$ cat config.mk
export PLATFORM = sky130hd
export DESIGN_NAME = axi_aw_w_packetizer
export DESIGN_NICKNAME = d
export VERILOG_FILES = /design/src/rtl/axi_noc_pkg.sv /design/src/rtl/axis_out_reg.sv /design/src/rtl/axi_aw_w_packetizer.sv
export SDC_FILE = /design/constraint.sdc
export NUM_CORES = 1
export LEC_CHECK = 0
export BUFFER_PORTS_ARGS = -buffer_cell sky130_fd_sc_hd__clkbuf_2
export CORE_MARGIN = 1
export CORE_UTILIZATION = 48
export CTS_CLUSTER_DIAMETER = 60
export CTS_CLUSTER_SIZE = 20
export DETAILED_ROUTE_END_ITERATION = 12
export GPL_TIMING_DRIVEN = 0
export PLACE_DENSITY = 0.8
export SETUP_SLACK_MARGIN = 0.4
export SYNTH_ARGS = -nofsm -noshare
export SYNTH_HDL_FRONTEND = slang
export SYNTH_SLANG_ARGS = --single-unit
$ cat constraint.sdc
create_clock -name clk -period 1.9 [get_ports clk]
set_clock_uncertainty 0.1 [all_clocks]
set_input_delay 0 -clock clk [delete_from_list [all_inputs] [get_ports clk]]
set_output_delay 0 -clock clk [all_outputs]
set_load 0.05 [all_outputs]
$ cat src/rtl/axi_noc_pkg.sv
// Shared definitions for the AXI-Stream NoC injection/ejection ends:
// header flit layout, flit-type tags and the packetizer FSM state type.
package axi_noc_pkg;

    localparam int NOC_ADDR_WIDTH = 16;
    localparam int HDR_ADDR_LSB   = 0;
    localparam int HDR_LEN_WIDTH  = 8;
    localparam int HDR_SIZE_WIDTH = 3;
    localparam int HDR_LEN_LSB    = HDR_ADDR_LSB + NOC_ADDR_WIDTH;
    localparam int HDR_SIZE_LSB   = HDR_LEN_LSB + HDR_LEN_WIDTH;

    localparam logic FLIT_HEADER = 1'b1;
    localparam logic FLIT_DATA   = 1'b0;

    typedef enum logic {
        PKT_IDLE = 1'b0,
        PKT_DATA = 1'b1
    } pkt_state_t;

    // Header word for the default address width; fields from the LSB up.
    typedef struct packed {
        logic [HDR_SIZE_WIDTH-1:0] size;
        logic [HDR_LEN_WIDTH-1:0]  len;
        logic [NOC_ADDR_WIDTH-1:0] addr;
    } noc_hdr_t;

    // Field offsets for an arbitrary address width.
    function automatic int hdr_len_lsb(input int addr_width);
        return HDR_ADDR_LSB + addr_width;
    endfunction

    function automatic int hdr_size_lsb(input int addr_width);
        return hdr_len_lsb(addr_width) + HDR_LEN_WIDTH;
    endfunction

endpackage

$ cat src/rtl/axis_out_reg.sv
// Single-stage registered AXI-Stream source: captures one flit when load is
// asserted and the stage can accept, holds it stable until the sink takes it.
module axis_out_reg #(
    parameter int DATA_WIDTH = 32,
    parameter int ID_WIDTH   = 4,
    parameter int DEST_WIDTH = 4
) (
    input  logic                    clk,
    input  logic                    rst_n,
    input  logic                    load,
    input  logic [DATA_WIDTH-1:0]   ld_tdata,
    input  logic [DATA_WIDTH/8-1:0] ld_tstrb,
    input  logic                    ld_tlast,
    input  logic [ID_WIDTH-1:0]     ld_tid,
    input  logic [DEST_WIDTH-1:0]   ld_tdest,
    input  logic                    ld_tuser,
    output logic                    load_ok,
    output logic                    m_tvalid,
    input  logic                    m_tready,
    output logic [DATA_WIDTH-1:0]   m_tdata,
    output logic [DATA_WIDTH/8-1:0] m_tstrb,
    output logic                    m_tlast,
    output logic [ID_WIDTH-1:0]     m_tid,
    output logic [DEST_WIDTH-1:0]   m_tdest,
    output logic                    m_tuser
);

    logic                    tvalid_reg;
    logic [DATA_WIDTH-1:0]   tdata_reg;
    logic [DATA_WIDTH/8-1:0] tstrb_reg;
    logic                    tlast_reg;
    logic [ID_WIDTH-1:0]     tid_reg;
    logic [DEST_WIDTH-1:0]   tdest_reg;
    logic                    tuser_reg;

    assign load_ok = !tvalid_reg || m_tready;

    always_ff @(posedge clk or negedge rst_n) begin
        if (!rst_n) begin
            tvalid_reg <= 1'b0;
            tdata_reg  <= '0;
            tstrb_reg  <= '0;
            tlast_reg  <= 1'b0;
            tid_reg    <= '0;
            tdest_reg  <= '0;
            tuser_reg  <= 1'b0;
        end else if (load && load_ok) begin
            tvalid_reg <= 1'b1;
            tdata_reg  <= ld_tdata;
            tstrb_reg  <= ld_tstrb;
            tlast_reg  <= ld_tlast;
            tid_reg    <= ld_tid;
            tdest_reg  <= ld_tdest;
            tuser_reg  <= ld_tuser;
        end else if (m_tready) begin
            // Payload is left in place; only valid drops once the flit is taken.
            tvalid_reg <= 1'b0;
        end
    end

    assign m_tvalid = tvalid_reg;
    assign m_tdata  = tdata_reg;
    assign m_tstrb  = tstrb_reg;
    assign m_tlast  = tlast_reg;
    assign m_tid    = tid_reg;
    assign m_tdest  = tdest_reg;
    assign m_tuser  = tuser_reg;

endmodule

$ cat src/rtl/axi_aw_w_packetizer.sv
// NoC injection end: turns one AXI4 AW + W burst into a header flit followed
// by aw_len+1 data flits; TLAST is derived from AWLEN, never from WLAST.
module axi_aw_w_packetizer
    import axi_noc_pkg::*;
#(
    parameter int DATA_WIDTH = 32,
    parameter int ADDR_WIDTH = 16,
    parameter int ID_WIDTH   = 4,
    parameter int DEST_WIDTH = 4
) (
    input  logic                      clk,
    input  logic                      rst_n,
    input  logic                      aw_valid,
    output logic                      aw_ready,
    input  logic [ID_WIDTH-1:0]       aw_id,
    input  logic [ADDR_WIDTH-1:0]     aw_addr,
    input  logic [HDR_LEN_WIDTH-1:0]  aw_len,
    input  logic [HDR_SIZE_WIDTH-1:0] aw_size,
    input  logic                      w_valid,
    output logic                      w_ready,
    input  logic [DATA_WIDTH-1:0]     w_data,
    input  logic [DATA_WIDTH/8-1:0]   w_strb,
    input  logic                      w_last,
    output logic                      m_tvalid,
    input  logic                      m_tready,
    output logic [DATA_WIDTH-1:0]     m_tdata,
    output logic [DATA_WIDTH/8-1:0]   m_tstrb,
    output logic                      m_tlast,
    output logic [ID_WIDTH-1:0]       m_tid,
    output logic [DEST_WIDTH-1:0]     m_tdest,
    output logic                      m_tuser,
    input  logic                      pause,
    output logic                      len_error
);

    localparam int LEN_LSB  = hdr_len_lsb(ADDR_WIDTH);
    localparam int SIZE_LSB = hdr_size_lsb(ADDR_WIDTH);

    if (DATA_WIDTH < ADDR_WIDTH + HDR_LEN_WIDTH + HDR_SIZE_WIDTH) begin : g_width_check
        $error("axi_aw_w_packetizer: DATA_WIDTH must be at least ADDR_WIDTH+11");
    end

    pkt_state_t               state_reg, state_next;
    logic [HDR_LEN_WIDTH-1:0] count_reg, count_next;
    logic [ID_WIDTH-1:0]      id_reg;
    logic [DEST_WIDTH-1:0]    dest_reg;
    logic                     run_reg;

    logic                     load;
    logic                     load_ok;
    logic [DATA_WIDTH-1:0]    hdr_word;
    logic [DATA_WIDTH-1:0]    ld_tdata;
    logic [DATA_WIDTH/8-1:0]  ld_tstrb;
    logic                     ld_tlast;
    logic [ID_WIDTH-1:0]      ld_tid;
    logic [DEST_WIDTH-1:0]    ld_tdest;
    logic                     ld_tuser;
    logic                     aw_fire;
    logic                     w_fire;
    logic                     last_beat;

    always_comb begin
        hdr_word = '0;
        hdr_word[HDR_ADDR_LSB +: ADDR_WIDTH]   = aw_addr;
        hdr_word[LEN_LSB +: HDR_LEN_WIDTH]     = aw_len;
        hdr_word[SIZE_LSB +: HDR_SIZE_WIDTH]   = aw_size;
    end

    assign last_beat = (count_reg == '0);
    assign aw_fire   = aw_valid && aw_ready;
    assign w_fire    = w_valid && w_ready;
    assign len_error = w_fire && (w_last != last_beat);

    always_comb begin
        state_next = state_reg;
        count_next = count_reg;
        aw_ready   = 1'b0;
        w_ready    = 1'b0;
        load       = 1'b0;
        ld_tdata   = hdr_word;
        ld_tstrb   = '1;
        ld_tlast   = 1'b0;
        ld_tuser   = FLIT_HEADER;
        ld_tid     = aw_id;
        ld_tdest   = aw_addr[ADDR_WIDTH-1 -: DEST_WIDTH];
        case (state_reg)
            PKT_IDLE: begin
                // pause is only honoured here, so packets never split.
                aw_ready = run_reg && !pause && load_ok;
                if (aw_valid && aw_ready) begin
                    load       = 1'b1;
                    count_next = aw_len;
                    state_next = PKT_DATA;
                end
            end
            PKT_DATA: begin
                w_ready  = load_ok;
                ld_tdata = w_data;
                ld_tstrb = w_strb;
                ld_tlast = last_beat;
                ld_tuser = FLIT_DATA;
                ld_tid   = id_reg;
                ld_tdest = dest_reg;
                if (w_valid && w_ready) begin
                    load = 1'b1;
                    if (last_beat) begin
                        state_next = PKT_IDLE;
                    end else begin
                        count_next = count_reg - 1'b1;
                    end
                end
            end
            default: state_next = PKT_IDLE;
        endcase
    end

    always_ff @(posedge clk or negedge rst_n) begin
        if (!rst_n) begin
            state_reg <= PKT_IDLE;
            count_reg <= '0;
            id_reg    <= '0;
            dest_reg  <= '0;
            run_reg   <= 1'b0;
        end else begin
            state_reg <= state_next;
            count_reg <= count_next;
            run_reg   <= 1'b1;
            if (aw_fire) begin
                id_reg   <= aw_id;
                dest_reg <= aw_addr[ADDR_WIDTH-1 -: DEST_WIDTH];
            end
        end
    end

    axis_out_reg #(
        .DATA_WIDTH (DATA_WIDTH),
        .ID_WIDTH   (ID_WIDTH),
        .DEST_WIDTH (DEST_WIDTH)
    ) u_out_reg (
        .clk      (clk),
        .rst_n    (rst_n),
        .load     (load),
        .ld_tdata (ld_tdata),
        .ld_tstrb (ld_tstrb),
        .ld_tlast (ld_tlast),
        .ld_tid   (ld_tid),
        .ld_tdest (ld_tdest),
        .ld_tuser (ld_tuser),
        .load_ok  (load_ok),
        .m_tvalid (m_tvalid),
        .m_tready (m_tready),
        .m_tdata  (m_tdata),
        .m_tstrb  (m_tstrb),
        .m_tlast  (m_tlast),
        .m_tid    (m_tid),
        .m_tdest  (m_tdest),
        .m_tuser  (m_tuser)
    );

endmodule
==> reports/metrics.yaml, run 1 <==
status: "aborted with a tool error"
haltStage: "global routing"
firstError: "[ERROR GRT-0232] Routing congestion too high. Check the congestion heatmap in the GUI."
die_h_um: 81.8
io_buffer_count: 123
synth_xor_area_share_pct: 0.287
worst-ep-kind: "primary output"
synth_edf_count: 0
synth_fa_ha_area_share_pct: 0.410
yosysTopAreaCellShare_pct: 53.3
routabilityCongestion: 0.772
ys_types: 44
clockRootBuffer: "clkbuf_8"
hpwl_um: 5560
synth_top_cell_by_area: "dfrtp_1"
fp.dieW_um: 81.8
cts_buffers: 9
ys_warn_count: 0
synth_seq_area_share_pct: 53.3
grtUsageTotal_pct: 88.1
syn_area_per_cell_um2: 10.3
initial_core_util_pct: 50.7
grt_start_max_net_pins: 66
grt_remaining_overflow: 291
syn_area_um2: 3050
yosysMostFrequentCell: "dfrtp_1"
synth_top_family_by_area: "simple AND/OR/NAND/NOR gates"
ys_ff_latch: 65
synth_cells: 296
worst_endpoint: "len_error"
syn_nets: 371
synth.area.top_cells: "dfrtp_1, mux2i_1, nand2_1"
htreeDepth: 3
async_flop_share_pct: 100
clock_path_buffers: 2
post-place-ws_ns: 0.122
yosys-top-cells-count: "dfrtp_1, nand2_1, o21ai_1"
ys.flop_type: "dfrtp_1"
rows: 28
synth_compound_area_share_pct: 12.5
cts.sinks: 65
muxShareOfSynthArea_pct: 13.3
synth_simple_gate_area_share_pct: 16.4
io_pins: 124
[through the flow]
step / utilization [%] / cell area [µm²] / instances
global placement: 63.7 / 3840 / 494
CTS: 91.5 / 5510 / 611
detailed placement: 63.8 / 3840 / 494
floorplan: - / 3130 / 296
[cell families after synthesis]
| group | Yosys count |
|---|---|
| adders and majority gates | 1 |
| buffers and inverters | 21 |
| xor gates and xnor gates | 1 |
| muxes | 38 |
| DFF | 65 |
| other | 1 |
| AOI/OAI and AO/OA | 70 |
| and+or+nand+nor | 99 |
[repair_timing]
item                                   4_1_cts
setup endpoints to repair                   64
endpoints found under the hold margin      123
buffers inserted                            23
pin swaps                                   38
cloned                                      10
resized for setup                          109
hold buffers                                69
[routing by layer]
metal	GRT overflow	track usage, %
met2	200	113
met4	88	106
met1	1	81.0
met3	2	64.3
met5	0	15.8
==> run 2: changes to the inputs <==
CORE_UTILIZATION = 40   (was 48)
CTS_CLUSTER_DIAMETER = not set   (was 60)
CTS_CLUSTER_SIZE = not set   (was 20)
PLACE_DENSITY = not set   (was 0.8)
PLACE_DENSITY_LB_ADDON = 0.15   (was not set)
SETUP_SLACK_MARGIN = not set   (was 0.4)
==> reports/metrics.yaml, run 2 <==
synth_simple_gate_area_share_pct: 16.4  # unchanged
p_leak_nw: 2.47
start_kind: "register"
multiInputGateArea_um2: 1370
cts_buffers: 9  # unchanged
async_flop_share_pct: 100  # unchanged
via_per_inst: 4.79
route.detailed.drc: 0
hp-class: "in -> reg"
path_buf_inv: 2
max_cap_violations: 0
rows: 31  # was 28
tritoncts: "built"
ys_warn_count: 0  # unchanged
final_net_count: 582
critPathKind: "reg -> out"
clockRootBuffer: "clkbuf_8"  # unchanged
ant_nets: 0
cp_top_family: "simple AND/OR/NAND/NOR gates"
status: "complete, no violations"  # was aborted with a tool error
min_period_ns: 1.88
final_cell_mix: "clkbuf_2, dlygate4sd3_1, dfrtp_1"
tns_ns: 0
syn_nets: 371  # unchanged
max_stage_delay_ns: 0.40
synth_seq_area_share_pct: 53.3  # unchanged
synth_xor_area_share_pct: 0.287  # unchanged
final_common_cell: "clkbuf_2"
fp.dieW_um: 89.4  # was 81.8 µm
period_share_pct: 99.2
rsz0062_at_grt: "true"
n_fill_cell: 595
drtIter0Drc: 95
placed_cells: 519  # was 494
syn_area_um2: 3050  # unchanged
clock_path_buffers: 2  # unchanged
critPathCaptureType: "primary output"
io_buffer_count: 123  # unchanged
syn_area_per_cell_um2: 10.3  # unchanged
grt_remaining_overflow: 0
finalHoldViolCount: 0
hpwl_um: 5520  # was 5560 µm
worstPathArrival_ns: 1.78
initial_core_util_pct: 41.6  # was 50.7%
ys_ff_latch: 65  # unchanged
setup_violations: 0
grt_start_max_net_pins: 64
synth_fa_ha_area_share_pct: 0.410  # unchanged
finalCoreUtilization_pct: 66.1
regArea_um2: 1630
num_vias: 2915
grtUsageTotal_pct: 23.0
drive_above_1_share_pct: 35.3
grt_pass1_vias: 2839
layoutNonFillerInstCount: 609
synth_cells: 296  # unchanged
wirelength_um: 8740
path_cells: "inv_2, ha_4, nor3b_4, nand3_2, xor2_1, nor2_2, buf_8"
crit_required_ns: 1.80
slew_viol_final: 0
powerDensity_nw_per_um2: 1670
muxShareOfSynthArea_pct: 13.3  # unchanged
synth.area.top_cells: "dfrtp_1, mux2i_1, nand2_1"  # unchanged
cts.sinks: 65  # unchanged
grt_antenna_before_repair: 0
vdd_drop_max_v: 0.000892
ys.flop_type: "dfrtp_1"  # unchanged
n_antenna_cell: 0
largest_reg_flops: 32
synth_top_family_by_area: "simple AND/OR/NAND/NOR gates"  # unchanged
yosysMostFrequentCell: "dfrtp_1"  # unchanged
crit_fanout: 3
max-slew-margin-rel_pct: 65.7
synth_compound_area_share_pct: 12.5  # unchanged
ys_types: 44  # unchanged
coreArea_um2: 7330
fmax_ghz: 0.531
htreeDepth: 3  # unchanged
cts.clk_slew.worst_paths_ns: 0.06
routabilityCongestion: 0.771  # was 0.772
hold-worst-slack_ns: 0.0265
die_h_um: 89.4  # was 81.8 µm
dr.pass1.iters: 4
io_pins: 124  # unchanged
wl_per_cell_um: 14.3
yosys-top-cells-count: "dfrtp_1, nand2_1, o21ai_1"  # unchanged
synth_top_cell_by_area: "dfrtp_1"  # unchanged
tightestPinTransition_ns: 0.515
dieArea_um2: 7990
synth_edf_count: 0  # unchanged
critPathSlowestCell: "dfrtp_1"
area_growth_pct: 58.8
clk_latency_ns: 0.33
yosysTopAreaCellShare_pct: 53.3  # unchanged
grt_first_pass_wirelength_um: 13600
## run 2: cell counts after synthesis
Identical to the previous run, type by type.
## run 2: what timing repair did
action / CTS / global route
endpoints found under the setup margin: 2 / 6
pin swaps: 0 / 2
cloned: 0 / 0
endpoints found under the hold margin: 122 / 0
buffers inserted: 2 / 1
resized for setup: 13 / 5
hold buffers: 74 / 0
## run 2: where the power goes
part / switching, mW / internal (mW)
clock: 0.497 / 0.625
combinational: 3.12 / 1.43
sequential: 0.394 / 2.02
## run 2: final cells by class
cell class	instances	area share, %
Timing Repair Buffer	201	29.4
Clock buffer	11	2.92
Sequential cell	65	33.5
Buffer	17	2.27
Inverter	3	0.232
Clock inverter	3	0.877
Tap cell	99	2.55
Multi-Input combinational cell	210	28.2
## run 2: final timing paths
check | from | end | slack, ns | cells past startpoint
min in group asynchronous | rst_n | u_out_reg.m_tdata[0]$_DFFE_PN0P_ | 0.13 | 3
hold / removal | m_tready | u_out_reg.m_tvalid$_DFFE_PN0P_ | 0.03 | 3
setup reg to reg | count_reg[0]$_DFFE_PN0P_ | count_reg[1]$_DFFE_PN0P_ | 0.09 | 7
hold reg to reg | u_out_reg.m_tdata[25]$_DFFE_PN0P_ | u_out_reg.m_tdata[25]$_DFFE_PN0P_ | 0.38 | 2
setup / recovery | count_reg[0]$_DFFE_PN0P_ | len_error | 0.02 | 7
max in group asynchronous | rst_n | u_out_reg.m_tdata[2]$_DFFE_PN0P_ | 1.09 | 3
## run 2: cell families after synthesis
| kind of cell | count (synthesis) |
|---|---|
| buffers and inverters | 21 |
| xor gates and xnor gates | 1 |
| and+or+nand+nor | 99 |
| adders and majority gates | 1 |
| muxes | 38 |
| DFF | 65 |
| other | 1 |
| AOI/OAI and AO/OA | 70 |
## run 2: routing by layer
layer | share of wire (%) | track usage, % | up-vias
li1 | - | - | 1449
met3 | 4.6 | 4.43 | 9
met2 | 48 | 40.2 | 80
met1 | 46 | 29.1 | 1377
met5 | 0 | 0 | -
met4 | 1.1 | 6.49 | 0
## run 2: metrics by stage
stage,setup slack [ns],total power [mW],instance area [µm²]
after floorplan,0.187,5.66,3070
after global routing,-0.0998,8.62,4850
after CTS,0.0158,8.09,4830
after detailed placement,0.0450,6.72,3840
after global placement,0.0635,6.63,3810
final,0.0153,8.09,4850
## run 2: worst reg2reg max path, stage by stage, from the launching register on
cell     delay [ns]
dfrtp_1        0.40
inv_2          0.09
ha_4           0.14
nor3b_4        0.20
buf_4          0.16
nand4_2        0.24
nand2_2        0.19
mux2i_1        0.20
Power figures use the tool's default switching activity.
